**src/rtl/intersection_phase_scheduler.sv**
```systemverilog
// Intersection-level phase sequencer for an NS/EW crossing with a pedestrian walk phase.
// Moore FSM; every lamp is a register decoded from the next phase, so no input reaches an output combinationally.
module intersection_phase_scheduler #(
  parameter int unsigned GREEN_MIN  = 4,
  parameter int unsigned GREEN_MAX  = 12,
  parameter int unsigned YELLOW_CYC = 2,
  parameter int unsigned ALLRED_CYC = 1,
  parameter int unsigned WALK_CYC   = 6,
  parameter int unsigned CNT_W      = 8
) (
  input  logic       clk,
  input  logic       rst,
  input  logic       sensor_ns,
  input  logic       sensor_ew,
  input  logic       ped_req,
  output logic [2:0] phase,
  output logic       ns_red,
  output logic       ns_yellow,
  output logic       ns_green,
  output logic       ew_red,
  output logic       ew_yellow,
  output logic       ew_green,
  output logic       walk,
  output logic       ped_ack
);

  typedef enum logic [2:0] {
    PH_ALLRED    = 3'd0,
    PH_NS_GREEN  = 3'd1,
    PH_NS_YELLOW = 3'd2,
    PH_EW_GREEN  = 3'd3,
    PH_EW_YELLOW = 3'd4,
    PH_PED_WALK  = 3'd5
  } phase_e;

  // Dwell limits as "cycles held so far" thresholds, one bit wider than the counter.
  localparam logic [CNT_W:0] GMIN_N   = (CNT_W+1)'(GREEN_MIN);
  localparam logic [CNT_W:0] GMAX_N   = (CNT_W+1)'(GREEN_MAX);
  localparam logic [CNT_W:0] YEL_N    = (CNT_W+1)'(YELLOW_CYC);
  localparam logic [CNT_W:0] ALLRED_N = (CNT_W+1)'(ALLRED_CYC);
  localparam logic [CNT_W:0] WALK_N   = (CNT_W+1)'(WALK_CYC);

  phase_e           phase_q, phase_d;
  logic [CNT_W-1:0] dwell_q, dwell_d;
  logic             req_ns_q, req_ns_d;
  logic             req_ew_q, req_ew_d;
  logic             req_ped_q, req_ped_d;
  logic             last_ew_q, last_ew_d;
  logic             after_walk_q, after_walk_d;
  logic             ns_red_q, ns_red_d;
  logic             ns_yellow_q, ns_yellow_d;
  logic             ns_green_q, ns_green_d;
  logic             ew_red_q, ew_red_d;
  logic             ew_yellow_q, ew_yellow_d;
  logic             ew_green_q, ew_green_d;
  logic             walk_q, walk_d;
  logic             ped_ack_q, ped_ack_d;

  logic             pend_ns_s, pend_ew_s, pend_ped_s;
  logic             entry_s;
  logic [CNT_W:0]   elapsed_s;

  assign pend_ns_s  = req_ns_q | sensor_ns;
  assign pend_ew_s  = req_ew_q | sensor_ew;
  assign pend_ped_s = req_ped_q | ped_req;
  assign elapsed_s  = {1'b0, dwell_q} + {{CNT_W{1'b0}}, 1'b1};

  // Next-phase selection.
  always_comb begin
    phase_d = phase_q;
    case (phase_q)
      PH_ALLRED: begin
        if (elapsed_s >= ALLRED_N) begin
          // Directly after a walk, waiting vehicles go before a fresh pedestrian request.
          if (pend_ped_s && !(after_walk_q && (pend_ns_s || pend_ew_s))) begin
            phase_d = PH_PED_WALK;
          end else if (pend_ns_s && pend_ew_s) begin
            phase_d = last_ew_q ? PH_NS_GREEN : PH_EW_GREEN;
          end else if (pend_ns_s) begin
            phase_d = PH_NS_GREEN;
          end else if (pend_ew_s) begin
            phase_d = PH_EW_GREEN;
          end else begin
            phase_d = PH_ALLRED;
          end
        end else begin
          phase_d = PH_ALLRED;
        end
      end
      PH_NS_GREEN: begin
        if ((elapsed_s >= GMIN_N) && (pend_ew_s || pend_ped_s) &&
            (!sensor_ns || (elapsed_s >= GMAX_N))) begin
          phase_d = PH_NS_YELLOW;
        end else begin
          phase_d = PH_NS_GREEN;
        end
      end
      PH_EW_GREEN: begin
        if ((elapsed_s >= GMIN_N) && (pend_ns_s || pend_ped_s) &&
            (!sensor_ew || (elapsed_s >= GMAX_N))) begin
          phase_d = PH_EW_YELLOW;
        end else begin
          phase_d = PH_EW_GREEN;
        end
      end
      PH_NS_YELLOW: begin
        if (elapsed_s >= YEL_N) begin
          phase_d = PH_ALLRED;
        end else begin
          phase_d = PH_NS_YELLOW;
        end
      end
      PH_EW_YELLOW: begin
        if (elapsed_s >= YEL_N) begin
          phase_d = PH_ALLRED;
        end else begin
          phase_d = PH_EW_YELLOW;
        end
      end
      PH_PED_WALK: begin
        if (elapsed_s >= WALK_N) begin
          phase_d = PH_ALLRED;
        end else begin
          phase_d = PH_PED_WALK;
        end
      end
      default: phase_d = PH_ALLRED;
    endcase
  end

  assign entry_s = (phase_d != phase_q);

  // Dwell counter, request latches and service history.
  always_comb begin
    dwell_d      = dwell_q;
    req_ns_d     = req_ns_q | sensor_ns;
    req_ew_d     = req_ew_q | sensor_ew;
    req_ped_d    = req_ped_q | ped_req;
    last_ew_d    = last_ew_q;
    after_walk_d = after_walk_q;
    if (entry_s) begin
      dwell_d = {CNT_W{1'b0}};
    end else if (dwell_q == {CNT_W{1'b1}}) begin
      dwell_d = dwell_q;
    end else begin
      dwell_d = dwell_q + CNT_W'(1);
    end
    // Clearing wins over a same-edge request, so that request is absorbed by the entry.
    if (entry_s) begin
      case (phase_d)
        PH_NS_GREEN: begin
          req_ns_d  = 1'b0;
          last_ew_d = 1'b0;
        end
        PH_EW_GREEN: begin
          req_ew_d  = 1'b0;
          last_ew_d = 1'b1;
        end
        PH_PED_WALK: req_ped_d = 1'b0;
        PH_ALLRED:   after_walk_d = (phase_q == PH_PED_WALK);
        default:     last_ew_d = last_ew_q;
      endcase
    end else begin
      last_ew_d = last_ew_q;
    end
  end

  // Lamp decode of the next phase, registered alongside it.
  always_comb begin
    ns_green_d  = (phase_d == PH_NS_GREEN);
    ns_yellow_d = (phase_d == PH_NS_YELLOW);
    ns_red_d    = !(ns_green_d || ns_yellow_d);
    ew_green_d  = (phase_d == PH_EW_GREEN);
    ew_yellow_d = (phase_d == PH_EW_YELLOW);
    ew_red_d    = !(ew_green_d || ew_yellow_d);
    walk_d      = (phase_d == PH_PED_WALK);
    ped_ack_d   = (phase_d == PH_PED_WALK) && (phase_q != PH_PED_WALK);
  end

  // State and output registers with synchronous reset.
  always_ff @(posedge clk) begin
    if (rst) begin
      phase_q      <= PH_ALLRED;
      dwell_q      <= {CNT_W{1'b0}};
      req_ns_q     <= 1'b0;
      req_ew_q     <= 1'b0;
      req_ped_q    <= 1'b0;
      last_ew_q    <= 1'b1;
      after_walk_q <= 1'b0;
      ns_red_q     <= 1'b1;
      ns_yellow_q  <= 1'b0;
      ns_green_q   <= 1'b0;
      ew_red_q     <= 1'b1;
      ew_yellow_q  <= 1'b0;
      ew_green_q   <= 1'b0;
      walk_q       <= 1'b0;
      ped_ack_q    <= 1'b0;
    end else begin
      phase_q      <= phase_d;
      dwell_q      <= dwell_d;
      req_ns_q     <= req_ns_d;
      req_ew_q     <= req_ew_d;
      req_ped_q    <= req_ped_d;
      last_ew_q    <= last_ew_d;
      after_walk_q <= after_walk_d;
      ns_red_q     <= ns_red_d;
      ns_yellow_q  <= ns_yellow_d;
      ns_green_q   <= ns_green_d;
      ew_red_q     <= ew_red_d;
      ew_yellow_q  <= ew_yellow_d;
      ew_green_q   <= ew_green_d;
      walk_q       <= walk_d;
      ped_ack_q    <= ped_ack_d;
    end
  end

  assign phase     = phase_q;
  assign ns_red    = ns_red_q;
  assign ns_yellow = ns_yellow_q;
  assign ns_green  = ns_green_q;
  assign ew_red    = ew_red_q;
  assign ew_yellow = ew_yellow_q;
  assign ew_green  = ew_green_q;
  assign walk      = walk_q;
  assign ped_ack   = ped_ack_q;

endmodule

```
**config.mk**
```make
export PLATFORM = sky130hd
export DESIGN_NAME = intersection_phase_scheduler
export DESIGN_NICKNAME = d
export VERILOG_FILES = /design/src/rtl/intersection_phase_scheduler.sv
export SDC_FILE = /design/constraint.sdc
export NUM_CORES = 1
export LEC_CHECK = 0
export CORE_MARGIN = 4
export CORE_UTILIZATION = 45
export CTS_BUF_LIST = sky130_fd_sc_hd__clkbuf_16
export CTS_CLUSTER_DIAMETER = 40
export CTS_CLUSTER_SIZE = 16
export DETAILED_ROUTE_END_ITERATION = 6
export GPL_ROUTABILITY_DRIVEN = 0
export PLACE_DENSITY = 0.68
export SLEW_MARGIN = 30
export SYNTH_ARGS = -nofsm -noshare
export SYNTH_HDL_FRONTEND = slang
export SYNTH_SLANG_ARGS = --single-unit
```
**constraint.sdc**
```tcl
create_clock -name clk -period 2.6 [get_ports clk]
set_input_delay 0.78 -clock clk [delete_from_list [all_inputs] [get_ports clk]]
set_output_delay 0.78 -clock clk [all_outputs]
set_load 0.01 [all_outputs]
```
; Yosys cells after proc, flatten, opt, wreduce, memory -nomap -nowiden
; Cells that the tools add are included.
[op_classes]
n_addsub = 2
multipliers = 0
div_mod_pow = 0
n_lt_le_gt_ge = 5
eq_ne = 13
shifts = 0
muxes = 19
n_bitwise = 3
n_reduce_logical = 26
[ops]
columns = op, count
row1 = $ge A9 B3 Y1 const B, 2
row2 = $pmux W3 S6, 1
row3 = $mux W3, 5
row4 = $eq A3 B2 Y1 const B, 4
row5 = $eq A3 B3 Y1 const B, 4
row6 = $mux W2, 6
row7 = $add A8 B1 Y9 const B, 1
row8 = $ge A9 B1 Y1 const B, 1
row9 = $ge A9 B2 Y1 const B, 1
row10 = $ge A9 B4 Y1 const B, 1
row11 = $add A8 B1 Y8 const B, 1
row12 = $eq A8 B8 Y1 const B, 1
row13 = $logic_and A1 B1 Y1, 8
row14 = $logic_or A1 B1 Y1, 7
row15 = $eq A3 B1 Y1 const B, 2
row16 = $logic_not A3 Y1, 2
row17 = $mux W1, 6
row18 = $logic_not A1 Y1, 5
row19 = $reduce_and A2 Y1, 2
row20 = $ne A3 B3 Y1, 1
row21 = $ne A3 B3 Y1 const B, 1
row22 = $or A1 B1 Y1, 3
row23 = $pmux W1 S2, 1
row24 = $reduce_bool A2 Y1, 1
row25 = $reduce_or A2 Y1, 1
[totals]
reg_bits = 24
latchBits = 0
ram_bits = 0
rom_bits = 0
input_bits = 5
out_inout_bits = 11
word_cells = 83
mem_count = 0

; Depth between registers and ports, before layout
[depth]
ltp_word = 11
depth_mapped = 10

; Least setup slack after synthesis
; Ideal clock, no wire load.
[synth_path]
kind = reg-to-reg
startpoint = reg dwell_q[0]
endpoint = reg last_ew_q
arrival_ps = 2538
t_required_ps = 2480
path_slack_ps = -57
path_stages_with_launch = 11
path_cell_list = dfxtp_1 -> buf_2 -> inv_1 -> ha_1 -> nor4_1 -> o21ai_1 -> a221o_1 -> a21oi_4 -> o21ai_2 -> or3_1 -> a211o_1
[synth_via]
elab_chain_len = 9
elab_cells_between_ends = 25
[synth_lines]
columns = element, line_no
row1 = start: declaration, 44  ; logic [CNT_W-1:0] dwell_q, dwell_d;
row2 = start signal: assignment, 184  ; dwell_q <= {CNT_W{1'b0}};
row3 = start signal: assignment, 200  ; dwell_q <= dwell_d;
row4 = $add A8 B1 Y9 (*), 66  ; assign elapsed_s = {1'b0, dwell_q} + {{CNT_W{1'b0}}, 1'b1};
row5 = via elapsed_s[0], 61  ; logic [CNT_W:0] elapsed_s;
row6 = $ge A9 B3 Y1 / $ge A9 B4 Y1 (equally long branches), n/a
row7 = "$logic_and A1 B1 Y1, or another cell as far along", 99  ; if ((elapsed_s >= GMIN_N) && (pend_ns_s || pend_ped_s) &&
row8 = "$logic_and A1 B1 Y1, on equally long branches", "99, 91"
row9 = $mux W3 / $mux W2 (equally long branches), "99, 91"
row10 = $pmux W3 S6 (*), 71  ; case (phase_q)
row11 = $eq A3 B1 Y1 / $eq A3 B2 Y1 (equally long branches), 150  ; case (phase_d)
row12 = $reduce_bool A2 Y1 (no source line), n/a
row13 = $reduce_and A2 Y1 (no source line), n/a
row14 = end signal: assignment, 204  ; last_ew_q <= last_ew_d;
row15 = end: declaration, 48  ; logic last_ew_q, last_ew_d;
; The timed path passes the listed nets; every way through them passes the cells marked *.
; A chain may end at the register's enable or synchronous reset.

; Final worst setup path
[layout_path]
startpoint = reg dwell_q[0]
endpoint = reg dwell_q[5]
[layout_via]
elab_chain_len = 8
elab_cells_between_ends = 23
[layout_lines]
columns = element, line_no
row1 = $add A8 B1 Y9 (*), 66
row2 = via elapsed_s[0], 61
row3 = $ge A9 B3 Y1 / $ge A9 B4 Y1 (equally long branches), n/a
row4 = "$logic_and A1 B1 Y1, or another cell as far along", 99
row5 = "$logic_and A1 B1 Y1, on equally long branches", "99, 91"
row6 = $mux W3 / $mux W2 (equally long branches), "99, 91"
row7 = $pmux W3 S6 (*), 71
row8 = $ne A3 B3 Y1 (*), 131  ; assign entry_s = (phase_d != phase_q);
row9 = $reduce_or A2 Y1 (no source line) (*), n/a
; Marks and branches as above.

==> flow_summary.ini <==
[status]
status = finished, final reports clean

[detailed_routing]
drt_iter0_markers = 101
antenna_left = 0
vias_per_cell = 5.845
finalWirelength_mm = 4.552
dr.pass1.iters = 4
drc = 0
wl_per_cell_um = 16.03
num_vias = 1660

[cts]
h-tree-depth = 1
root_buffer = clkbuf_16
path_clk_slew_ns = 0.06
numCtsBuffers = 3
clock-sinks = 24
clock_latency_ns = 0.26
cts_tree = yes
clk_path_buf_depth = 2
cts_hold_buf = 0

[global_route]
grt_pass1_vias = 1586
grt_antenna_before_repair = 0
grt_first_pass_wirelength_mm = 7.320
globalRouteMet3Util = 0.04214
use_met1 = 0.2480
busiest_layer = met2
grt_usage = 0.2073
grt-ovfl-total = 0
met2_usage = 0.3647
grt_max_degree = 15

[critical_path]
regToRegSetupSlack_ns = 0.05
required_ns = 2.79
worstSetupPathType = reg2reg
arrival_ns = 2.74
crit_start = dwell_q[0]
r2r_cells = 11
worstSetupStartpointType = flop
r2r_start = dwell_q[0]
setup.worst_path.end = dwell_q[5]
r2r-end = dwell_q[5]
crit_fanout = 8
cp-end-kind = flop

[floorplan]
io_pins = 16
die_w_um = 68.54
die_h_um = 68.54
die-area_um2 = 4697
start_util = 0.4791
core_um2 = 3442
fp-row-count = 21

[yosys]
async_flop_share = 0
synth-edff-count = 0
netlist_instances = 193
syn_nets = 200
synthFlopType = dfxtp_1
yosys.area.top_type = dfxtp_1
synth-seq-cells = 24
ys_top_cells_by_area = dfxtp_1 29%, nor2_1 4.8%, buf_6 3.4%
avgSynthCellArea_um2 = 8.544
ys_types = 58
synth_warnings = 0
synth_top_area_share = 0.2914
ys_seq_area_frac = 0.2914
syn_area_um2 = 1649

[finish]
multi_input_area_um2 = 1129
area_growth_pct = 34.83
drive_gt1_frac = 0.2983
fillers = 285
top_register = dwell_q
nets = 246
seqCellArea_um2 = 481.7
antennaDiodeCount = 0
largest_register_ff_count = 8

[sta]
worst_pin_slew_ns = 0.5066
fmax_ghz = 0.3925
period_needed_ns = 2.548
fin_skew_ns = 0.001821
rsz0062_at_grt = yes
fin_crit_sh = 0.9799
maxSlewHeadroom = 0.6596
drv_slew = 0
setup_tns_ns = 0
final.setup.worst_slack_ns = 0.05225
setup-violations-final = 0
hold_viol_final = 0

[place]
dp_slack_ns = -0.5329
portBuffers = 15
place_hpwl_mm = 3.162

[job]
max_cap_violations = 0

[pwr]
peakVddDrop_mv = 0.6820
p_leak_nw = 0.8462
p_per_area_nw_per_um2 = 990.3

[worst_hold_path]
hold_class = reg2reg
-- report_power, final --
part	leakage [nW]	internal [mW]	switching, mW	total [mW]
Clock	0.0511	0.306	0.135	0.441
Sequential	0.197	0.462	0.0874	0.550
Combinational	0.598	0.623	0.588	1.21
-- cell usage after synthesis, types with 2 or more instances --
cell       instances
a2111oi_4          2
and4_1             4
nand2_1           11
nand2b_1           5
a211oi_1           3
and3_1             2
buf_6              5
xor2_1             2
o221ai_1           3
dfxtp_1           24
nand4_1            5
a2bb2oi_1          2
nor3_1            10
o211ai_1           4
a21oi_1            8
inv_1              8
buf_2              2
o21ai_2            3
and2_1             3
clkbuf_1           2
xnor2_1            6
o21ai_1            2
or3_1              2
or4_1              3
ha_1               2
nor2b_1            5
nor2_1            21
o21a_1             2
o21ai_0            6
o211a_1            2
or3b_1             2
o21ba_2            2
nand3_1            5
-- metal layers --
layer | share of wire | up-vias
li1 | - | 812
met3 | 0.049 | 6
met1 | 0.43 | 795
met2 | 0.51 | 47
met5 | 0 | -
met4 | 0.015 | 0
-- worst max-delay path, stage by stage (launching register included) --
cell and delay (ns):
dfxtp_2 0.35, inv_1 0.08, ha_4 0.26, nor3_2 0.17, nand4_1 0.22, buf_4 0.23, a211oi_2 0.24, nor2_1 0.11
a2111oi_4 0.38, o21ai_4 0.18, buf_6 0.15, a21oi_1 0.10
-- cell type report --
| class | count | area share |
|---|---|---|
| clock inverter | 1 | 0.01351 |
| multi-input combinational | 150 | 0.5076 |
| tap | 46 | 0.02589 |
| clock buffer | 3 | 0.03376 |
| inverter | 9 | 0.01519 |
| sequential | 24 | 0.2167 |
| timing repair buffer | 51 | 0.1874 |
-- per-stage QoR --
stage / instances / power (mW) / utilization / area [um2] / hold WS, ns
2_1_floorplan: 193 / 1.144 / - / 1652 / 0.4291
3_3_place_gp: 274 / 1.579 / 0.5812 / 2001 / 0.4481
3_5_place_dp: 274 / 1.592 / 0.5812 / 2001 / 0.4734
4_1_cts: 281 / 2.114 / 0.6296 / 2167 / 0.4884
5_1_grt: 284 / 2.333 / 0.6459 / 2223 / 0.4918
6_report: 284 / 2.202 / 0.6459 / 2223 / 0.4859
-- cell usage in the layout (no fill, tap or decap), types with 3 or more instances in the layout --
cell type        instances
o211ai_1                 4
nand3_1                  5
nor2_1                  19
nand2_1                 11
o21ai_0                  6
nand4_1                  5
buf_4                   34
xnor2_1                  6
o221ai_1                 3
and2_1                   3
a21oi_1                  7
inv_1                    8
clkbuf_16                3
nor3_1                   9
and4_1                   4
nor2_2                   3
nor2b_1                  5
clkdlybuf4s50_1         12
dfxtp_1                 23
nand2b_1                 5
-- what timing repair did --
| action | CTS | global route |
|---|---|---|
| endpoints found under the setup margin | 18 | 15 |
| setup buffers | 3 | 3 |
| gates cloned | 0 | 0 |
| gates resized for setup | 15 | 10 |
| pin swaps | 9 | 6 |
-- how the worst min path moves through the flow --
stage	start	end	slack, ns	depth (start not counted)
after floorplan	last_ew_q	last_ew_q	0.43	1
after global placement	last_ew_q	last_ew_q	0.45	1
after detailed placement	last_ew_q	last_ew_q	0.47	1
after CTS	last_ew_q	last_ew_q	0.49	1
after global routing	last_ew_q	last_ew_q	0.49	1
final	last_ew_q	last_ew_q	0.49	1
-- logic make-up after synthesis --
logic type / count (synthesis) / share of synthesized area
XOR/XNOR: 8 / 0.04249
flip-flops: 24 / 0.2914
AO/OA/AOI/OAI: 54 / 0.2838
buffers and inverters: 19 / 0.06980
adder cells (fa/ha/maj): 3 / 0.02124
AND/OR/NAND/NOR: 85 / 0.2914
Note: power is estimated with default switching activity, not from simulation.
